[src/rtl/prefetch_dma_arbiter.sv]
// rtl/prefetch_dma_arbiter.sv - demand/prefetch arbiter sharing one cache DMA request port
module prefetch_dma_arbiter #(
  parameter int addr_width_p         = 32,
  parameter int block_offset_width_p = 6,
  parameter int pf_queue_els_p       = 4,
  parameter int drop_count_width_p   = 8
) (
  input  logic                              clk_i,
  input  logic                              reset_n_i,
  input  logic                              pf_enable_i,
  input  logic                              demand_v_i,
  input  logic [addr_width_p-1:0]           demand_addr_i,
  output logic                              demand_ready_o,
  output logic                              demand_done_o,
  input  logic                              pf_v_i,
  input  logic [addr_width_p-1:0]           pf_addr_i,
  output logic                              dma_pkt_v_o,
  output logic [addr_width_p-1:0]           dma_pkt_addr_o,
  output logic                              dma_pkt_is_pf_o,
  input  logic                              dma_pkt_ready_i,
  input  logic                              dma_done_i,
  output logic                              pf_fill_done_o,
  output logic [addr_width_p-1:0]           pf_fill_addr_o,
  output logic [$clog2(pf_queue_els_p):0]   pf_occupancy_o,
  output logic [drop_count_width_p-1:0]     pf_drop_count_o
);

  localparam int PW = $clog2(pf_queue_els_p);
  localparam int BW = addr_width_p - block_offset_width_p;
  localparam logic [PW:0] FULL_COUNT = (PW+1)'(pf_queue_els_p);

  typedef enum logic [1:0] {ST_IDLE, ST_ISSUE, ST_WAIT} state_t;

  state_t                        r_state;
  state_t                        w_state_nxt;
  logic [BW-1:0]                 r_blk;
  logic                          r_is_pf;
  logic [BW-1:0]                 r_q_blk [pf_queue_els_p];
  logic                          r_q_val [pf_queue_els_p];
  logic [PW-1:0]                 r_head;
  logic [PW-1:0]                 r_tail;
  logic [PW:0]                   r_count;
  logic [drop_count_width_p-1:0] r_drops;

  logic [BW-1:0] w_dem_blk;
  logic [BW-1:0] w_pf_blk;
  logic          w_dem_acc;
  logic          w_pop;
  logic          w_pop_issue;
  logic          w_push_req;
  logic          w_q_hit;
  logic          w_busy_hit;
  logic          w_dem_hit;
  logic          w_full;
  logic          w_drop;
  logic          w_push;
  logic          w_unused;

  assign w_dem_blk = demand_addr_i[addr_width_p-1:block_offset_width_p];
  assign w_pf_blk  = pf_addr_i[addr_width_p-1:block_offset_width_p];
  assign w_unused  = ^{demand_addr_i[block_offset_width_p-1:0], pf_addr_i[block_offset_width_p-1:0]};

  // Next-state and handshake outputs; demand always beats a queued prefetch in IDLE
  always_comb begin
    w_state_nxt    = r_state;
    w_dem_acc      = 1'b0;
    w_pop          = 1'b0;
    w_pop_issue    = 1'b0;
    demand_ready_o = 1'b0;
    dma_pkt_v_o    = 1'b0;
    demand_done_o  = 1'b0;
    pf_fill_done_o = 1'b0;
    case (r_state)
      ST_IDLE: begin
        demand_ready_o = 1'b1;
        if (demand_v_i) begin
          w_dem_acc   = 1'b1;
          w_state_nxt = ST_ISSUE;
        end else if (pf_enable_i && (r_count != '0)) begin
          // Squashed heads are popped and discarded without leaving IDLE
          w_pop = 1'b1;
          if (r_q_val[r_head]) begin
            w_pop_issue = 1'b1;
            w_state_nxt = ST_ISSUE;
          end
        end
      end
      ST_ISSUE: begin
        dma_pkt_v_o = 1'b1;
        if (dma_pkt_ready_i) w_state_nxt = ST_WAIT;
      end
      ST_WAIT: begin
        if (dma_done_i) begin
          w_state_nxt    = ST_IDLE;
          demand_done_o  = ~r_is_pf;
          pf_fill_done_o = r_is_pf;
        end
      end
      default: w_state_nxt = ST_IDLE;
    endcase
  end

  // Push filtering against start-of-cycle queue, in-flight block and same-cycle demand
  always_comb begin
    w_q_hit = 1'b0;
    for (int i = 0; i < pf_queue_els_p; i++) begin
      if (r_q_val[i] && (r_q_blk[i] == w_pf_blk)) w_q_hit = 1'b1;
    end
  end

  assign w_push_req = pf_v_i & pf_enable_i;
  assign w_full     = (r_count == FULL_COUNT);
  assign w_busy_hit = (r_state != ST_IDLE) && (r_blk == w_pf_blk);
  assign w_dem_hit  = w_dem_acc && (w_dem_blk == w_pf_blk);
  assign w_drop     = w_push_req & (w_full | w_q_hit | w_busy_hit | w_dem_hit);
  assign w_push     = w_push_req & ~w_drop;

  // State register and latched transaction block/source
  always_ff @(posedge clk_i or negedge reset_n_i) begin
    if (!reset_n_i) begin
      r_state <= ST_IDLE;
      r_blk   <= '0;
      r_is_pf <= 1'b0;
    end else begin
      r_state <= w_state_nxt;
      if (w_dem_acc) begin
        r_blk   <= w_dem_blk;
        r_is_pf <= 1'b0;
      end else if (w_pop_issue) begin
        r_blk   <= r_q_blk[r_head];
        r_is_pf <= 1'b1;
      end
    end
  end

  // Prefetch queue: flush when disabled, otherwise squash, pop and push
  always_ff @(posedge clk_i or negedge reset_n_i) begin
    if (!reset_n_i) begin
      for (int i = 0; i < pf_queue_els_p; i++) begin
        r_q_blk[i] <= '0;
        r_q_val[i] <= 1'b0;
      end
      r_head  <= '0;
      r_tail  <= '0;
      r_count <= '0;
    end else if (!pf_enable_i) begin
      for (int i = 0; i < pf_queue_els_p; i++) r_q_val[i] <= 1'b0;
      r_head  <= '0;
      r_tail  <= '0;
      r_count <= '0;
    end else begin
      for (int i = 0; i < pf_queue_els_p; i++) begin
        if (w_dem_acc && r_q_val[i] && (r_q_blk[i] == w_dem_blk)) r_q_val[i] <= 1'b0;
      end
      if (w_pop) begin
        r_q_val[r_head] <= 1'b0;
        r_head          <= r_head + 1'b1;
      end
      if (w_push) begin
        r_q_blk[r_tail] <= w_pf_blk;
        r_q_val[r_tail] <= 1'b1;
        r_tail          <= r_tail + 1'b1;
      end
      case ({w_push, w_pop})
        2'b10:   r_count <= r_count + 1'b1;
        2'b01:   r_count <= r_count - 1'b1;
        default: r_count <= r_count;
      endcase
    end
  end

  // Saturating drop counter; survives prefetch disable
  always_ff @(posedge clk_i or negedge reset_n_i) begin
    if (!reset_n_i) begin
      r_drops <= '0;
    end else if (w_drop && (r_drops != '1)) begin
      r_drops <= r_drops + 1'b1;
    end
  end

  assign dma_pkt_addr_o  = {r_blk, {block_offset_width_p{1'b0}}};
  assign dma_pkt_is_pf_o = r_is_pf;
  assign pf_fill_addr_o  = {r_blk, {block_offset_width_p{1'b0}}};
  assign pf_occupancy_o  = r_count;
  assign pf_drop_count_o = r_drops;

endmodule

[config.mk]
export PLATFORM = sky130hd
export DESIGN_NAME = prefetch_dma_arbiter
export DESIGN_NICKNAME = d
export VERILOG_FILES = /design/src/rtl/prefetch_dma_arbiter.sv
export SDC_FILE = /design/constraint.sdc
export NUM_CORES = 1
export LEC_CHECK = 0
export BUFFER_PORTS_ARGS = -buffer_cell sky130_fd_sc_hd__buf_2
export CAP_MARGIN = 20
export CELL_PAD_IN_SITES_DETAIL_PLACEMENT = 0
export CELL_PAD_IN_SITES_GLOBAL_PLACEMENT = 2
export CORE_MARGIN = 2
export CORE_UTILIZATION = 39
export DETAILED_ROUTE_END_ITERATION = 8
export GPL_TIMING_DRIVEN = 0
export PLACE_DENSITY_LB_ADDON = 0.05
export SLEW_MARGIN = 25
export SYNTH_ARGS = -nofsm -noshare
export SYNTH_HDL_FRONTEND = slang
export SYNTH_SLANG_ARGS = --single-unit
[constraint.sdc]
create_clock -name clk_i -period 6.9 [get_ports clk_i]
set_input_delay 1.38 -clock clk_i [delete_from_list [all_inputs] [get_ports clk_i]]
set_output_delay 1.38 -clock clk_i [all_outputs]
set_load 0.02 [all_outputs]
After elaboration in Yosys (flattened, before gate mapping)
Cells that the tools add are included.
Widths: inputs -> output; s select.
{"block": "op_classes", "add_sub_neg": 5, "n_reduce_logical": 24, "n_bitwise": 13, "n_eq_ne": 23, "muxes": 60, "magnitude_cmp": 4}
{"op": "$eq 26x26->1", "count": 10}
{"op": "$mux 26", "count": 5}
{"op": "$bwmux 104", "count": 1}
{"op": "$bmux 26 s2", "count": 1}
{"op": "$demux 26 s2", "count": 1}
{"op": "$mux 1", "count": 33}
{"op": "$logic_and 1x1->1", "count": 18}
{"op": "$mux 2", "count": 9}
{"op": "$mux 4", "count": 4}
{"op": "$add 8x1->8 const B", "count": 1}
{"op": "$ne 8x8->1 const B", "count": 1}
{"op": "$ge 3x3->1 const B", "count": 2}
{"op": "$lt 3x1->1 const B", "count": 2}
{"op": "$ne 3x3->1 const B", "count": 2}
{"op": "$not 2->3", "count": 2}
{"op": "$pmux 2 s3", "count": 1}
{"op": "$pmux 3 s2", "count": 1}
{"op": "$add 2x1->2 const B", "count": 2}
{"op": "$and 4x4->4", "count": 1}
{"op": "$demux 1 s2", "count": 2}
{"op": "$eq 2x1->1 const B", "count": 2}
{"op": "$eq 2x2->1 const B", "count": 2}
{"op": "$ne 2x1->1 const B", "count": 2}
{"op": "$ne 2x2->1 const B", "count": 2}
{"op": "16 further kinds", "count": 22}
{"block": "word_totals", "ff_bits": 152, "output_inout_bits": 80, "elab_cells": 144, "inputBits": 71}

Logic depth before layout (Yosys ltp)
{"block": "logic_depth", "depth_word": 15, "ltp_mapped": 12, "mapped_depth_nobuf": 11}

Worst setup path before layout
No wires, ideal clock.
{"block": "synth_path", "kind": "input-to-reg", "from": "input port pf_addr_i[26]", "to": "register r_count[2], in the netlist pf_occupancy_o[2]", "stages": 11, "slack_ns": 2.895, "t_arrival_ns": 3.881, "t_required_ns": 6.776, "setup_time_ns": 0.124, "cell_sequence": "buf_4 > xnor2_2 > nand4_1 > or4_4 > nor4_4 > or3_4 > o211ai_1 > fa_1 > nor4_1 > o21ai_0 > nor3b_1"}
{"block": "synth_between", "elab_chain_cells": 15, "elab_cells_between_ends": 27, "classes_between": "eq/ne (9); mux (6); bitwise (6); reduce/logical (6)"}
{"item": "from (decl)", "line": "16", "text": "input logic [addr_width_p-1:0] pf_addr_i,"}
{"item": "$eq 26x26->1", "line": "107", "text": "if (r_q_val[i] && (r_q_blk[i] == w_pf_blk)) w_q_hit = 1'b1;"}
{"item": "$logic_and 1x1->1", "line": "107"}
{"item": "$mux 1 (4 in series)", "line": "107"}
{"item": "$or 1x1->1 (2 in series)", "line": "115", "text": "assign w_drop = w_push_req & (w_full | w_q_hit | w_busy_hit | w_dem_hit);"}
{"item": "$or 1x1->1 (*)", "line": "115"}
{"item": "$and 1x1->1 (*)", "line": "115"}
{"item": "$not 1->1 (*)", "line": "116", "text": "assign w_push = w_push_req & ~w_drop;"}
{"item": "$and 1x1->1 (*)", "line": "116"}
{"item": "$eq 2x1->1 or $eq 2x2->1 (tied branches)", "line": "164", "text": "case ({w_push, w_pop})"}
{"item": "$pmux 3 s2", "line": "164"}
{"item": "$mux 3", "line": "146", "text": "end else if (!pf_enable_i) begin"}
{"item": "to (signal assigned)", "line": "165", "text": "2'b10: r_count <= r_count + 1'b1;"}
{"item": "to (signal assigned)", "line": "166", "text": "2'b01: r_count <= r_count - 1'b1;"}
{"item": "to (signal assigned)", "line": "167", "text": "default: r_count <= r_count;"}
{"item": "to (decl)", "line": "42", "text": "logic [PW:0] r_count;"}
Mark *: on every way between the ends. The rest lies on a longest branch, timed or not.
A chain may end at the register's enable or synchronous reset.

Final worst setup path
{"block": "layout_path", "from": "input port pf_addr_i[9]", "to": "register r_count[2], in the netlist pf_occupancy_o[2]"}
Same word-level chain as after synthesis.

==> reports/results.tsv <==
metric	value	unit
async_flop_share	100	%
wl_met3	2040	µm
die_area	29000	µm²
fill_cells	2590	
area_growth	14.0	%
yosysSeqAreaShare	35.2	%
worstPathCellList	buf_4, xor2_1, nor4_1, nand3_1, o22ai_1, or3_4, o211ai_1, fa_1, nor4_1, o21ai_0, nor3b_1	
crit_path_top_delay_cell	nor4_1	
finalNetCount	1104	
grt_first_pass_wirelength	55200	µm
vias_per_cell	5.38	
synth_top_cell_by_area	dfrtp_1	
hold_class	register to register	
drive_gt1_share	34.0	%
chipHeight	170	µm
synthDistinctLibCells	48	
combPwrFrac	46.0	%
drtIter0Drc	666	
postCtsSetupRepairBufs	0	
holdBufCountCts	0	
top_layer_used	met4	
period_needed	4.54	ns
slowest_delay	0.80	ns
dp_hpwl	29500	µm
pwr-share-clk	18.7	%
end_kind	register	
syn_avg_cell_area	11.8	µm²
clock_sinks	152	
synth_edf_count	0	
cts_buffers	17	
fmax	220	MHz
grt_pass1_vias	7477	
n_antenna_cell	0	
fp.dieW	170	µm
drt-total-wl	38700	µm
max_slew_margin	30.3	%
crit_type	primary input to register	
ys_ff_latch	152	
portBuffers	74	
fp.coreArea	27100	µm²
clk_path_buf_depth	2	
path_clk_slew	0.07	ns
finalCritPeriodShare	65.8	%
drv_slew	0	
routedWlPerCell	27.5	µm
worstMarginPinSlew	1.04	ns
cp-start-kind	primary input	
path_common_cell	nor4_1	
required	7.22	ns
ys.flop_type	dfrtp_1	
crit_arrival	4.86	ns
drc	0	
hold_viol_final	0	
clock_latency	0.44	ns
maxCapViolCount	0	
peakVddDrop	0.186	mV
status	completed	
drtPass1Iterations	5	
path_max_fanout	10	
seq_power_share	35.3	%
yosys.area.top_type_share	35.2	%
htree_levels	4	
grt_max_degree	79	
netlist_top_cells_area	dfrtp_1 35%, xnor2_1 13%, mux2_4 11%	
wl_met1	18900	µm
root_buffer	clkbuf_16	
place.gp.congestion	0.916	
met2_length	16800	µm
setup_viol	0	
grt.total_usage	27.4	%
p_leak	5.43	nW
hold_slack	0.514	ns
cts_resized	0	
rsz0062_at_grt	false	
netSwitchingFraction	42.6	%
setup_tns	0	ns
netlist_area	10800	µm²
p_per_area	427	nW/µm²
cts_tree	yes	
grt-ovfl-total	0	
ioPinCount	151	
synth.most_common_cell	xnor2_1	
antenna_found_initial	0	
initial_core_util	39.9	%
power.switching	2.24	mW
syn_inst	917	
vias	7570	
fin_worst_skew	0.0196	ns
rows	60	
drtAntennaViolNets	0	
yosys_warnings	0	
p_int	3.02	mW
ys_top_cells_by_count	162 x xnor2_1, 152 x dfrtp_1, 103 x xor2_1	
-- state kept, by name (all words and copies together), names as in the netlist --
name and count:
pf_drop_count_o 8, dma_pkt_is_pf_o 1, r_q_blk 104, r_tail 2
r_head 2, r_state 2, r_blk 26, r_q_val 4
pf_occupancy_o 3
-- power groups by stage --
| stage | registers (mW) | logic (mW) | clock network, mW |
|---|---|---|---|
| finish | 1.86 | 2.42 | 0.982 |
| global route | 1.91 | 2.55 | 1.02 |
| CTS | 1.84 | 2.40 | 0.989 |
| detailed placement | 1.85 | 2.39 | 0 |
| global placement | 1.84 | 2.39 | 0 |
| floorplan | 1.76 | 1.61 | 0 |
-- logic make-up after synthesis --
logic type	share of synthesized area, %
compound gates	2.84
xor+xnor	21.6
fa+ha+maj	1.23
buf+inv	8.22
flops	35.2
mux	20.4
other cells	0.0347
simple gates	10.4
-- critical path: cells and delay by family --
family / cells / cell delay [ns]
buffers and inverters: 1 / 0.16
AND/OR/NAND/NOR: 5 / 1.90
AO/OA/AOI/OAI: 3 / 0.70
XOR/XNOR: 1 / 0.24
adder cells (fa/ha/maj): 1 / 0.45
-- final timing paths --
check	startpoint	depth (start not counted)	endpoint	slack (ns)
max reg2reg	r_state[1]$_DFFE_PN0P_	10	pf_occupancy_o[2]$_DFFE_PN0P_	2.91
min	pf_drop_count_o[3]$_DFFE_PN0P_	1	pf_drop_count_o[3]$_DFFE_PN0P_	0.51
max in group asynchronous	reset_n_i	2	r_q_blk[79]$_DFFE_PN0P_	5.15
max	pf_addr_i[9]	11	pf_occupancy_o[2]$_DFFE_PN0P_	2.36
min reg2reg	pf_drop_count_o[3]$_DFFE_PN0P_	1	pf_drop_count_o[3]$_DFFE_PN0P_	0.51
min in group asynchronous	reset_n_i	1	r_blk[23]$_DFFE_PN0P_	0.89
-- through the flow --
stage	instances	cell area (µm²)	util [%]	setup WS, ns	power [mW]
2_1_floorplan	928	10800	-	2.90	3.37
3_3_place_gp	1374	11700	43.1	1.81	4.23
3_5_place_dp	1375	11700	43.2	1.95	4.24
4_1_cts	1406	12300	45.4	2.40	5.23
5_1_grt	1407	12300	45.4	2.21	5.48
6_report	1407	12300	45.4	2.36	5.25
-- area by class of cell --
cell class	instances	area [µm²]	share of cell area [%]
timing repair buffer	76	419	3.40
clock inverter	12	141	1.15
sequential	152	3800	30.9
tap	372	465	3.78
inverter	10	37.5	0.305
buffer	113	853	6.93
clock buffer	19	443	3.60
multi-input combinational	653	6150	50.0
-- placed cells by master, fill, tap and decap left out, types with 17 or more instances in the layout --
cell type / instances
xor2_1: 103
buf_4: 58
mux2_2: 31
dfrtp_1: 152
nand4_1: 51
buf_2: 100
nor4_1: 31
clkbuf_16: 17
xnor2_1: 162
nor2b_1: 17
mux2_4: 76
nand2_1: 25
mux4_2: 27
-- layer usage --
metal,GRT usage [%],vias to the layer above
met4,7.92,0
met2,40.6,244
met5,0,-
met3,4.56,40
met1,40.9,3919
li1,-,3367
Power figures use the tool's default switching activity.
